==> src/rtl/axi4_lite_slave_regfile.sv <==
// axi4_lite_slave_regfile: AXI4-Lite slave with a byte-strobed register bank.
// Write address/data are latched independently; a commit occurs once both are held.
module axi4_lite_slave_regfile #(
    parameter int ADDR_WIDTH = 32,
    parameter int DATA_WIDTH = 32,
    parameter int NUM_REGS   = 16
) (
    input  logic                    iCLK,
    input  logic                    iRST,
    input  logic                    s_AWVALID,
    output logic                    s_AWREADY,
    input  logic [ADDR_WIDTH-1:0]   s_AWADDR,
    input  logic [2:0]              s_AWPROT,
    input  logic                    s_WVALID,
    output logic                    s_WREADY,
    input  logic [DATA_WIDTH-1:0]   s_WDATA,
    input  logic [DATA_WIDTH/8-1:0] s_WSTRB,
    output logic                    s_BVALID,
    input  logic                    s_BREADY,
    output logic [1:0]              s_BRESP,
    input  logic                    s_ARVALID,
    output logic                    s_ARREADY,
    input  logic [ADDR_WIDTH-1:0]   s_ARADDR,
    input  logic [2:0]              s_ARPROT,
    output logic                    s_RVALID,
    input  logic                    s_RREADY,
    output logic [DATA_WIDTH-1:0]   s_RDATA,
    output logic [1:0]              s_RRESP
);
    localparam int STRB_W = DATA_WIDTH / 8;
    localparam int OFF    = $clog2(STRB_W);
    localparam int IDX_W  = $clog2(NUM_REGS);

    logic [DATA_WIDTH-1:0] regs [NUM_REGS];
    logic                  aw_full, w_full;
    logic [ADDR_WIDTH-1:0] aw_addr;
    logic [DATA_WIDTH-1:0] w_data;
    logic [STRB_W-1:0]     w_strb;
    logic                  wr_in, rd_in;
    logic [IDX_W-1:0]      wr_idx, rd_idx;
    logic                  unused;

    assign s_AWREADY = !aw_full && !s_BVALID;
    assign s_WREADY  = !w_full && !s_BVALID;
    assign s_ARREADY = !s_RVALID;
    // Any set bit above the index field puts the access out of range
    assign wr_in  = (aw_addr >> (OFF + IDX_W)) == '0;
    assign rd_in  = (s_ARADDR >> (OFF + IDX_W)) == '0;
    assign wr_idx = aw_addr[OFF +: IDX_W];
    assign rd_idx = s_ARADDR[OFF +: IDX_W];
    assign unused = ^{s_AWPROT, s_ARPROT, aw_addr[OFF-1:0], s_ARADDR[OFF-1:0]};

    always_ff @(posedge iCLK or negedge iRST) begin
        if (!iRST) begin
            for (int i = 0; i < NUM_REGS; i++) regs[i] <= '0;
            aw_full  <= 1'b0;
            w_full   <= 1'b0;
            aw_addr  <= '0;
            w_data   <= '0;
            w_strb   <= '0;
            s_BVALID <= 1'b0;
            s_BRESP  <= 2'b00;
            s_RVALID <= 1'b0;
            s_RDATA  <= '0;
            s_RRESP  <= 2'b00;
        end else begin
            if (aw_full && w_full) begin
                for (int i = 0; i < STRB_W; i++)
                    if (wr_in && w_strb[i]) regs[wr_idx][i*8 +: 8] <= w_data[i*8 +: 8];
                aw_full  <= 1'b0;
                w_full   <= 1'b0;
                s_BVALID <= 1'b1;
                s_BRESP  <= wr_in ? 2'b00 : 2'b10;
            end else begin
                if (s_AWVALID && s_AWREADY) begin
                    aw_full <= 1'b1;
                    aw_addr <= s_AWADDR;
                end
                if (s_WVALID && s_WREADY) begin
                    w_full <= 1'b1;
                    w_data <= s_WDATA;
                    w_strb <= s_WSTRB;
                end
            end
            if (s_BVALID && s_BREADY) begin
                s_BVALID <= 1'b0;
                s_BRESP  <= 2'b00;
            end
            // Nonblocking read of regs yields the pre-commit value on a same-edge collision
            if (s_ARVALID && s_ARREADY) begin
                s_RVALID <= 1'b1;
                s_RDATA  <= rd_in ? regs[rd_idx] : '0;
                s_RRESP  <= rd_in ? 2'b00 : 2'b10;
            end else if (s_RVALID && s_RREADY) begin
                s_RVALID <= 1'b0;
                s_RDATA  <= '0;
                s_RRESP  <= 2'b00;
            end
        end
    end
endmodule

==> config.mk <==
export PLATFORM = sky130hd
export DESIGN_NAME = axi4_lite_slave_regfile
export DESIGN_NICKNAME = d
export VERILOG_FILES = /design/src/rtl/axi4_lite_slave_regfile.sv
export SDC_FILE = /design/constraint.sdc
export NUM_CORES = 1
export LEC_CHECK = 0
export CORE_MARGIN = 4
export CORE_UTILIZATION = 47
export CTS_CLUSTER_DIAMETER = 60
export DETAILED_ROUTE_END_ITERATION = 7
export MAX_ROUTING_LAYER = met4
export PLACE_DENSITY_LB_ADDON = 0.08
export SLEW_MARGIN = 20
export SYNTH_ARGS = -nofsm -noshare
export SYNTH_HDL_FRONTEND = slang
export SYNTH_SLANG_ARGS = --single-unit
==> constraint.sdc <==
create_clock -name iCLK -period 2.6 [get_ports iCLK]
set_clock_uncertainty 0.05 [all_clocks]
set_input_delay 0.52 -clock iCLK [delete_from_list [all_inputs] [get_ports iCLK]]
set_output_delay 0.52 -clock iCLK [all_outputs]
set_load 0.005 [all_outputs]
---- Yosys cells after proc, flatten, opt, wreduce, memory -nomap -nowiden ----
Cells that the tools add are included.
cells by class
  magnitude comparators ................... 3
  muxes and demuxes ....................... 39
  bitwise operators ....................... 3
  reduce and logical (&&, ||, !) cells .... 25
operators by type and width
  operator                                                                      count
  512-bit two-way mux                                                           7
  512-bit bitwise mux                                                           4
  32-bit demux with 4-bit select                                                4
  32-bit two-way mux                                                            6
  32-bit binary-select mux with 4-bit select                                    1
  32-bit logical NOT                                                            2
  24-bit two-way mux                                                            1
  16-bit two-way mux                                                            1
  1-bit logical AND                                                             13
  2-bit two-way mux                                                             6
  5-bit >= comparator, second input constant                                    2
  4-bit inverter with 5-bit output                                              2
  1-bit two-way mux                                                             8
  8-bit two-way mux                                                             1
  2-bit nonzero test                                                            4
  5-bit by 1-bit less-than comparator with 1-bit output, second input constant  1
  1-bit logical NOT                                                             4
  2-bit AND reduction                                                           2
  1-bit inverter                                                                1
storage, ports and cells
  flip-flop bits (word level) ............. 620
  bits of input ports ..................... 113
  output and inout bits ................... 41
  logic and storage cells ................. 96

---- Depth between registers and ports, before layout ----
Gate-level depths: netlist of the first run.
  word-level depth ........................ 16
  mapped depth ............................ 7
  depth with buffers taken out ............ 4

---- Worst setup path before layout of the first run ----
OpenSTA, ideal clock, no wires.
  kind .................................... input to register
  start ................................... input port s_ARADDR[2]
  end ..................................... register s_RDATA[10]
  library setup time ...................... 0.121 ns
  data arrival time ....................... 2.042 ns
  data required time ...................... 2.429 ns
  slack ................................... 0.387 ns
  stages .................................. 6
  buffers on the path ..................... 2
  cell sequence ........................... clkbuf_1 buf_2 mux4_2 a22oi_1 nand2_1 a22o_1
on the way
  cells in the longest elaborated chain, start to end .. 6
ends and longest elaborated chain
  what                                                    RTL line  text
  start: declaration                                      23        input logic [ADDR_WIDTH-1:0] s_ARADDR,
  4-bit inverter with 5-bit output (not written as such)  92        s_RDATA <= rd_in ? regs[rd_idx] : '0;
  32-bit binary-select mux with 4-bit select              92
  32-bit two-way mux (not written as such) (2 in a row)   92
  32-bit two-way mux                                      92
  32-bit two-way mux                                      90        if (s_ARVALID && s_ARREADY) begin
  end signal: assignment                                  92
  end: declaration                                        27        output logic [DATA_WIDTH-1:0] s_RDATA,
Every way passes these cells. The select of a mux whose other input is x is not followed.
A chain may end at the register's enable or synchronous reset.

---- Final worst setup path of the first run ----
  start ................................... register aw_addr[19]
  end ..................................... register regs[446] (netlist bit)
on the way
  cells in the longest elaborated chain, start to end .. 12
  elaborated cells on any way between the ends .. 15
  those cells by class .................... mux (10); reduce/logical (5)
ends and longest elaborated chain
  what                            RTL line  text
  start: declaration              36        logic [ADDR_WIDTH-1:0] aw_addr;
  start signal: assignment        77        aw_addr <= s_AWADDR;
  32-bit logical NOT (*)          47        assign wr_in = (aw_addr >> (OFF + IDX_W)) == '0;
  1-bit logical AND               69        if (wr_in && w_strb[i]) regs[wr_idx][i*8 +: 8] <= w_data[i*8 +: 8];
  512-bit two-way mux             69
  512-bit two-way mux             67        if (aw_full && w_full) begin
  512-bit bitwise mux             69
  512-bit two-way mux             69
  512-bit two-way mux             67
  512-bit bitwise mux             69
  512-bit two-way mux             69
  512-bit two-way mux             67
  512-bit bitwise mux             69
  512-bit two-way mux (*)         69
  end signal: indexed assignment  69
  end: declaration                34        logic [DATA_WIDTH-1:0] regs [NUM_REGS];
Mark *: on every way between the ends. The rest lies on a longest branch, timed or not. The select of a mux whose other input is x is not followed.

==> results of run 1 <==
cells in the mapped netlist (all sizes together):
| cell | n | area [um^2] |
|---|---|---|
| nand4 | 3 | 18.8 |
| and4bb | 1 | 12.5 |
| clkbuf | 38 | 143 |
| mux2i | 3 | 30.0 |
| buf | 71 | 328 |
| a211o | 1 | 8.76 |
| mux2 | 574 | 6460 |
| nor2 | 8 | 30.0 |
| nor2b | 7 | 43.8 |
| nand3 | 8 | 40.0 |
| mux4 | 128 | 2880 |
| nand2b | 1 | 6.26 |
| o21ai | 5 | 25.0 |
| a21oi | 3 | 15.0 |
| inv | 6 | 22.5 |
| o21bai | 1 | 7.51 |
| dfrtp | 616 | 15400 |
| a211oi | 1 | 7.51 |
| a32o | 1 | 10.0 |
| nor4 | 76 | 1440 |
| conb | 1 | 3.75 |
| a22oi | 62 | 465 |
| and2 | 3 | 18.8 |
| nand2 | 46 | 173 |
| a22o | 31 | 272 |
| nor4b | 1 | 8.76 |
| a21o | 1 | 7.51 |
timing repair:
item | in CTS | in global routing
endpoints found under the hold margin | 20 | 0
hold buffers | 1 | 0
endpoints found under the setup margin | 0 | 18
resized for setup | 0 | 2
kinds of logic (layout without fill, tap and decap cells):
family / after synthesis / count (layout) / share of synthesized area, %
flops: 616 / 616 / 55.3
compound gates: 106 / 106 / 2.93
simple gates: 154 / 154 / 6.41
buf+inv: 115 / 393 / 1.77
mux: 705 / 705 / 33.6
other cells: 1 / 2 / 0.0134
path summary, 6_finish.rpt:
| kind | end |
|---|---|
| max | regs[446] |
| min | s_RVALID |
| max reg2reg | regs[446] |
| min reg2reg | regs[117] |
| max in group asynchronous | regs[468] |
| min in group iCLK | regs[117] |
state kept, by name, summed over array words and instances, names as in the netlist, 4 cells and up:
signal and count:
aw_addr 30, regs 512, w_strb 4, s_RDATA 32
w_data 32
worst max-delay path, stage by stage (launching register included):
cell,delay (ns)
dfrtp_1,0.37
nor4_1,0.36
nand4_1,0.13
buf_4,0.21
buf_12,0.22
nor4_4,0.37
buf_4,0.25
mux2_2,0.35
metal layers:
metal,wire length (um),part of all wire [%],GRT usage [%],vias to the layer above
met1,31100,46,31.9,8586
met4,1190,1.7,4.71,0
li1,-,-,-,6959
met2,33200,49,35.5,311
met3,2600,3.8,3.43,95
met5,0,0,-,-
metrics by stage:
stage	setup TNS (ns)	instances	utilization (%)	setup WS [ns]
final	0	2749	57.7	0.120
after global routing	0	2749	57.7	0.00559
after CTS	0	2749	57.6	0.0525
after detailed placement	-1.19	2629	53.9	-0.0900
after global placement	-1.03	2629	53.9	-0.0867
after floorplan	0	1698	-	0.387
power by group through the flow:
stage                     Sequential (uW)  Clock, uW  Combinational [uW]
after global placement              11600          0                2610
final                               11600       9490                2630
after detailed placement            11700          0                2660
after global routing                11700      10200                2840
after floorplan                     10800          0                2150
after CTS                           11500       9750                2680
cells in the final DEF, fill, tap and decap left out, types with 31 or more instances in the layout:
master	count
clkdlybuf4s50_1	138
mux2_2	574
clkbuf_16	72
nor4_4	64
a22oi_1	62
mux4_2	128
a22o_1	31
buf_12	74
buf_4	52
dfrtp_1	616
nand2_1	46
area by class of cell:
type | instances | share of cell area [%]
well taps | 773 | 2.85
clock inverters | 19 | 0.597
repair buffers | 268 | 9.72
flip-flops and latches | 616 | 45.4
multi-input cells | 967 | 35.5
clock buffers | 100 | 5.88
inverters | 6 | 0.0663
==> results.txt, run 1 <==
Count of state elements after synthesis - 616
Critical Path AT - 2.90 ns
Actual slew at the worst max-slew pin - 1.03 ns
Detailed Route WL - 68,100 um
Hold slack - 0.355 ns
N_diodes - 0
CTS Root Cell - clkbuf_16
Internal Power - 16,900 uW
Area after DPL - 31,700 um^2
Required time of the critical path - 3.02 ns
GRT overflow - 0
Final nets - 2,041
Tot GR Track Use - 22.6%
Reg power frac - 48.8%
Number of max-cap violations - 0
Drc violations - 0
CP endpoint kind - flip-flop
Initial antenna violation count - 0
Initial Util - 47.4%
Wire per inst - 24.8 um
Pwr Total - 23,700 uW
Setup Buffers After CTS - 0
Fmax - 403 MHz
Leakage - 0.0159 uW
Cells after synthesis - 1,697
Layout area overhead - 21.8%
Period utilization - 95.4%
Routed Antenna Nets - 0
H-tree depth - 3
Pin count of the biggest net entering global routing - 106
Endpoints failing setup - 0
Syn_area_per_cell - 16.4 um^2
Cell Rows - 89
RD Place Congestion - 0.764
Die ar. - 63,300 um^2
Clk buf depth - 3
Detail Placement HPWL - 43,200 um
Die Ht - 252 um
Clk_lat worst skew - 0.60 ns
R2R setup slack - 0.12 ns
Fraction of final layout cells sized beyond drive strength 1 - 51.1%
Sw Ratio - 28.9%
Register area - 15,400 um^2
Startpoint Class - flip-flop
Die Wd - 252 um
Power per cell area - 698 nW/um^2
RSZ-0062 raised after global routing - false
Launching point of the worst reg2reg path - aw_addr[19]
Fillcell total - 4,513
CP Max Fanout - 32
Distinct cells, synth - 31
Avg Vias per Cell - 5.80
Synthesized area - 27,900 um^2
Clk pin slew, worst setup/hold paths - 0.06 ns
Initial drt markers - 943
Pins Over Slew Limit - 0
Sw Pwr - 6840 uW
Design Area, Final - 34,000 um^2
Via Count - 16,000
Vias in the first global route - 17,300
Peak supply drop - 0.576 mV
Outcome - finished, final reports clean
Critical Path Start - aw_addr[19]
Relative slew slack - 30.9%
Synth warn - 0
Top Ports - 154
Min cycle time layout - 2.48 ns
Part of the power in combinational logic - 11.1%
Hold WC Path Type - input port to async pin
Placeable Area - 58,900 um^2
Critical path class - flip-flop to flip-flop
First-pass GRT wire length - 107,000 um
Count of input and output buffers - 141
R2R depth - 7
CTS tree - built
Multi-input logic area - 12,100 um^2
DR pass1 iterations - 7
Num Clock Sinks - 616
Register area share after synthesis - 55.3%
Hold Violations, Final - 0
Clk pwr share - 40.1%
Num CTS Buffers - 69
Note: power is estimated with default switching activity, not from simulation.
==> run 2, diff against run 1 <==
Clock period 2.6 ns to 2.8 ns, I/O delays scaled along.
==> results.txt, run 2 (synthesized netlist as in run 1, its figures left out) <==
Outcome - finished, final reports clean
Top Ports - 154 (unchanged)
Setup TNS - 0 ns (unchanged)
Pins Over Slew Limit - 0 (unchanged)
Min cycle time layout - 2.55 ns (+0.0720 ns)
Peak supply drop - 0.659 mV (+14%)
Critical path class - flip-flop to flip-flop
Actual slew at the worst max-slew pin - 0.955 ns (-0.0794 ns)
Met1 Use GR - 32.8% (+0.88 points)
Layout area overhead - 20.7%
Clk_lat worst skew - 0.60 ns (about the same)
Vias in the first global route - 17,400 (+0.58%)
RD Place Congestion - 0.754 (-1.3%)
Hold WC Path Type - flip-flop to flip-flop
Die Wd - 252 um (unchanged)
Required time of the critical path - 3.23 ns (+0.21 ns)
RSZ-0062 raised after global routing - false
GRT overflow - 0 (unchanged)
Final setup margin - 0.248 ns (+0.128 ns)
Met2 usage - 35.4% (-0.062 points)
Fraction of final layout cells sized beyond drive strength 1 - 50.8% (-0.27 points)
Num Clock Sinks - 616 (unchanged)
Initial Util - 47.4% (unchanged)
Leakage - 0.0159 uW (-0.22%)
Biggest regs - regs: 512 flops, s_RDATA: 32 flops, w_data: 32 flops
Post-CTS sizing - 0 (unchanged)
Fmax - 392 MHz (-2.8%)
Via Count - 15,900 (-0.48%)
Worst slack, placed - 0.00639 ns (+0.0964 ns)
Die ar. - 63,300 um^2 (unchanged)
Die Ht - 252 um (unchanged)
Initial antenna violation count - 0 (unchanged)
Wire per inst - 25.1 um (+1.1%)
Detail Placement HPWL - 42,700 um (-1.1%)
Num CTS Buffers - 69 (unchanged)
Critical Path AT - 2.98 ns (+0.08 ns)
Detailed Route WL - 68,700 um (+0.82%)
CP Max Fanout - 65 (+100%)
Period utilization - 91.1% (-4.2 points)
Pwr Total - 22,600 uW (-4.6%)
Clk pin slew, worst setup/hold paths - 0.05 ns (about the same)
Commonest non-fill, non-tap cell in the layout - dfrtp_1
Crit-path slowest cell - nor4_1
Crit path largest cell delay - 0.40 ns (+0.03 ns)
Cell Rows - 89 (unchanged)
N_diodes - 0 (unchanged)
Biggest register - regs
H-tree depth - 3 (unchanged)
Crit path buffers/inverters - 2 (-1)
Pin count of the biggest net entering global routing - 76 (-28%)
Top Usage Layer GRT - met2
Placeable Area - 58,900 um^2 (unchanged)
Drc violations - 0 (unchanged)
CTS tree - built
Max FFs per register - 512 (unchanged)
Endpoints failing setup - 0 (unchanged)
Power per cell area - 672 nW/um^2 (-3.7%)
CP endpoint kind - flip-flop
Avg Vias per Cell - 5.79 (-0.15%)
Hold Violations, Final - 0 (unchanged)
Startpoint Class - flip-flop
CP cell instances - nor4_1 -> nand4_1 -> buf_12 -> nor4_4 -> buf_4 -> mux2_2
Met3 Usage GRT - 3.14% (-0.29 points)
Cell family with most CP delay - simple AND/OR/NAND/NOR gates
Routed Antenna Nets - 0 (unchanged)
Final nets - 2,031 (-0.49%)
Initial drt markers - 879 (-6.8%)
Relative slew slack - 36.2% (+5.3 points)
CTS Root Cell - clkbuf_16
Number of max-cap violations - 0 (unchanged)
Count of input and output buffers - 141 (unchanged)
Cts hold-fix bufs - 1 (unchanged)
Most frequent cells in the layout - 616 x dfrtp_1, 574 x mux2_2, 138 x clkdlybuf4s50_1, 128 x mux4_2, 75 x buf_4
DR pass1 iterations - 6 (-1)
Setup Buffers After CTS - 0 (unchanged)
Tot GR Track Use - 22.8% (+0.23 points)
Clk buf depth - 3 (unchanged)
First-pass GRT wire length - 108,000 um (+1.1%)
-- run 2: cell types whose count changed in the layout (fill, tap and decap cells not counted) --
cell        before  now
buf_12          74   41
buf_4           52   75
clkbuf_8        10   16
clkinv_2         9    3
bufinv_16        3    8
inv_6            5    1
nor4_1          10   12
nor4_2           2    0
clkbuf_1        19   18
clkbuf_16       72   73
clkinv_8         1    2
clkinvlp_4       1    0
-- run 2: layout make-up --
class,count,area [um^2]
tap,773,967
multi-input combinational,967,12000
inverter,6,22.5
fill,4625,25200
clock buffer,106,2100
timing repair buffer,258,2820
sequential,616,15400
clock inverter,14,297
-- run 2: power by group --
part	switching (uW)	internal (uW)	total, uW
logic	1410	980	2390
clock network	3600	5900	9500
registers	1310	9410	10700
-- run 2: worst paths after layout --
path                              from         to  slack, ns  cells after the start
max reg2reg                aw_addr[11]  regs[134]       0.25                      6
min reg2reg                  regs[100]  regs[100]       0.45                      1
max in group asynchronous         iRST  regs[432]       1.27                      4
min                          regs[100]  regs[100]       0.45                      1
max                        aw_addr[11]  regs[134]       0.25                      6
min in group asynchronous         iRST  regs[510]       0.46                      2
-- run 2: worst reg2reg max path, stage by stage (launching register included) --
cell and delay [ns]:
dfrtp_1 0.37, nor4_1 0.40, nand4_1 0.21, buf_12 0.29, nor4_4 0.50, buf_4 0.26, mux2_2 0.37
-- run 2: metal layers --
metal | vias up | part of all wire [%]
li1 | 6946 | -
met1 | 8590 | 47
met2 | 273 | 48
met3 | 66 | 3.6
met4 | 0 | 1.4
met5 | - | 0
-- run 2: through the flow --
stage	cell area (um^2)	utilization (%)	std cells	hold WS, ns
after floorplan	27900	-	1698	0.214
after global placement	31300	53.1	2619	0.434
after detailed placement	31300	53.1	2619	0.440
after CTS	33700	57.1	2740	0.452
after global routing	33700	57.1	2740	0.459
final	33700	57.1	2740	0.451
==> run 3, diff against run 2 <==
Settings changed: SETUP_SLACK_MARGIN from default to 0.2.
==> results.txt, run 3 (synthesized netlist as in run 1, its figures left out) <==
Hold WC Path Type - flip-flop to flip-flop
Endpoints failing setup - 0 (unchanged)
Num CTS Buffers - 69 (unchanged)
Leakage - 0.0159 uW (+0.14%)
Via Count - 15,900 (+0.26%)
Startpoint Class - flip-flop
Crit-path slowest cell - dfrtp_1
Fmax - 398 MHz (+1.7%)
RSZ-0062 raised after global routing - false
Actual slew at the worst max-slew pin - 0.958 ns (+0.00245 ns)
Critical path class - flip-flop to flip-flop
Clk pin slew, worst setup/hold paths - 0.06 ns (about the same)
Relative slew slack - 36.0% (-0.16 points)
Cell family with most CP delay - simple AND/OR/NAND/NOR gates
Worst slack, placed - 0.00639 ns (unchanged)
Count of input and output buffers - 141 (unchanged)
Hold Violations, Final - 0 (unchanged)
CTS Root Cell - clkbuf_16
Initial Util - 47.4% (unchanged)
Setup TNS - 0 ns (unchanged)
Biggest register - regs
Routed Antenna Nets - 0 (unchanged)
Max FFs per register - 512 (unchanged)
Period utilization - 89.6% (-1.5 points)
Biggest regs - regs: 512 flops, s_RDATA: 32 flops, w_data: 32 flops
CP cell instances - nor4_1 -> nand4_1 -> buf_4 -> clkbuf_16 -> nor4_4 -> buf_4 -> mux2_2
Placeable Area - 58,900 um^2 (unchanged)
Num Clock Sinks - 616 (unchanged)
Power per cell area - 671 nW/um^2 (about the same)
Final nets - 2,034 (+0.15%)
Detail Placement HPWL - 42,700 um (unchanged)
Worst path depth - 7 (+1)
Vias in the first global route - 17,400 (unchanged)
Critical path's most frequent cell - buf_4
Wire per inst - 25.1 um (+0.37%)
Crit path buffers/inverters - 3 (+1)
Commonest non-fill, non-tap cell in the layout - dfrtp_1
RD Place Congestion - 0.754 (unchanged)
GRT overflow - 0 (unchanged)
Tot GR Track Use - 22.8% (unchanged)
Layout Utilization - 57.2% (+0.098 points)
Worst Hold Depth - 1 (unchanged)
Top Ports - 154 (unchanged)
Most frequent cells in the layout - 616 x dfrtp_1, 574 x mux2_2, 138 x clkdlybuf4s50_1, 128 x mux4_2, 76 x buf_4
H-tree depth - 3 (unchanged)
Avg Vias per Cell - 5.80 (+0.15%)
Outcome - finished, final reports clean
Initial antenna violation count - 0 (unchanged)
Crit path largest cell delay - 0.38 ns (-0.02 ns)
Die Wd - 252 um (unchanged)
Layout area overhead - 20.9%
N_diodes - 0 (unchanged)
CP endpoint kind - flip-flop
Die Ht - 252 um (unchanged)
Pin count of the biggest net entering global routing - 76 (unchanged)
R2R setup slack - 0.29 ns (+0.04 ns)
Final setup margin - 0.290 ns (+0.0418 ns)
Clk_lat worst skew - 0.60 ns (about the same)
DR pass1 iterations - 5 (-1)
Fillcell total - 4,616 (-0.19%)
Pins Over Slew Limit - 0 (unchanged)
Drc violations - 0 (unchanged)
CTS tree - built
Detailed Route WL - 69,000 um (+0.48%)
Initial drt markers - 882 (+0.34%)
Number of max-cap violations - 0 (unchanged)
Min cycle time layout - 2.51 ns (-0.0418 ns)
Die ar. - 63,300 um^2 (unchanged)
Peak supply drop - 0.653 mV (-0.79%)
First-pass GRT wire length - 108,000 um (unchanged)
Fraction of final layout cells sized beyond drive strength 1 - 51.0% (+0.23 points)
R2R depth - 7 (+1)
Required time of the critical path - 3.23 ns (about the same)
Critical Path AT - 2.94 ns (-0.04 ns)
CP Max Fanout - 33 (-49%)
Clk buf depth - 3 (unchanged)
Cell Rows - 89 (unchanged)
Pwr Total - 22,600 uW (+0.10%)
run 3: cell types whose count changed in the layout (fill, tap and decap cells not counted):
cell	change
nor4_1	-3
nor4_2	+3
buf_12	-1
buf_4	+1
buf_6	+1
buf_8	+1
clkbuf_16	+1
run 3: per-stage QoR:
| stage | hold slack, ns | instances | cell area (um^2) |
|---|---|---|---|
| 2_1_floorplan | 0.214 | 1698 | 27900 |
| 3_3_place_gp | 0.434 | 2619 | 31300 |
| 3_5_place_dp | 0.440 | 2619 | 31300 |
| 4_1_cts | 0.452 | 2740 | 33700 |
| 5_1_grt | 0.459 | 2743 | 33700 |
| 6_report | 0.451 | 2743 | 33700 |
run 3: worst paths after layout:
| kind | from | endpoint |
|---|---|---|
| setup / recovery | aw_addr[7] | regs[436] |
| hold / removal | regs[97] | regs[97] |
| setup reg to reg | aw_addr[7] | regs[436] |
| hold reg to reg | regs[97] | regs[97] |
| max in group asynchronous | iRST | regs[432] |
| min in group asynchronous | iRST | regs[510] |
run 3: routing by layer:
metal	track usage, %	wire length (um)	up-vias
met1	32.8	32100	8625
met2	35.4	33200	270
met5	-	0	-
met4	4.85	1040	0
met3	3.14	2680	68
li1	-	-	6953
run 3: timing repair:
| item | CTS | global route |
|---|---|---|
| hold buffers | 1 | 0 |
| setup buffers | 0 | 2 |
| setup endpoints to repair | 0 | 166 |
| hold endpoints to repair | 55 | 0 |
| resized for setup | 0 | 8 |
run 3: layout make-up:
class	count	area (um^2)	share of cell area (%)
clock buffer	106	2100	6.23
tap	773	967	2.87
clock inverter	14	297	0.879
sequential	616	15400	45.7
multi-input combinational	967	12100	35.8
inverter	6	22.5	0.0668
timing repair buffer	261	2850	8.46
run 3: worst register-to-register path, delay by kind of cell (launching register included):
kind,cells,cell delay (ns)
buffers and inverters,3,0.70
DFF,1,0.38
and+or+nand+nor,3,0.89
muxes,1,0.38
run 3: report_power, final:
part           leakage [uW]  switching, uW  internal, uW
clock network       0.00117           3600          5900
logic               0.00629           1420           986
registers           0.00845           1320          9410
total                0.0159           6330         16300
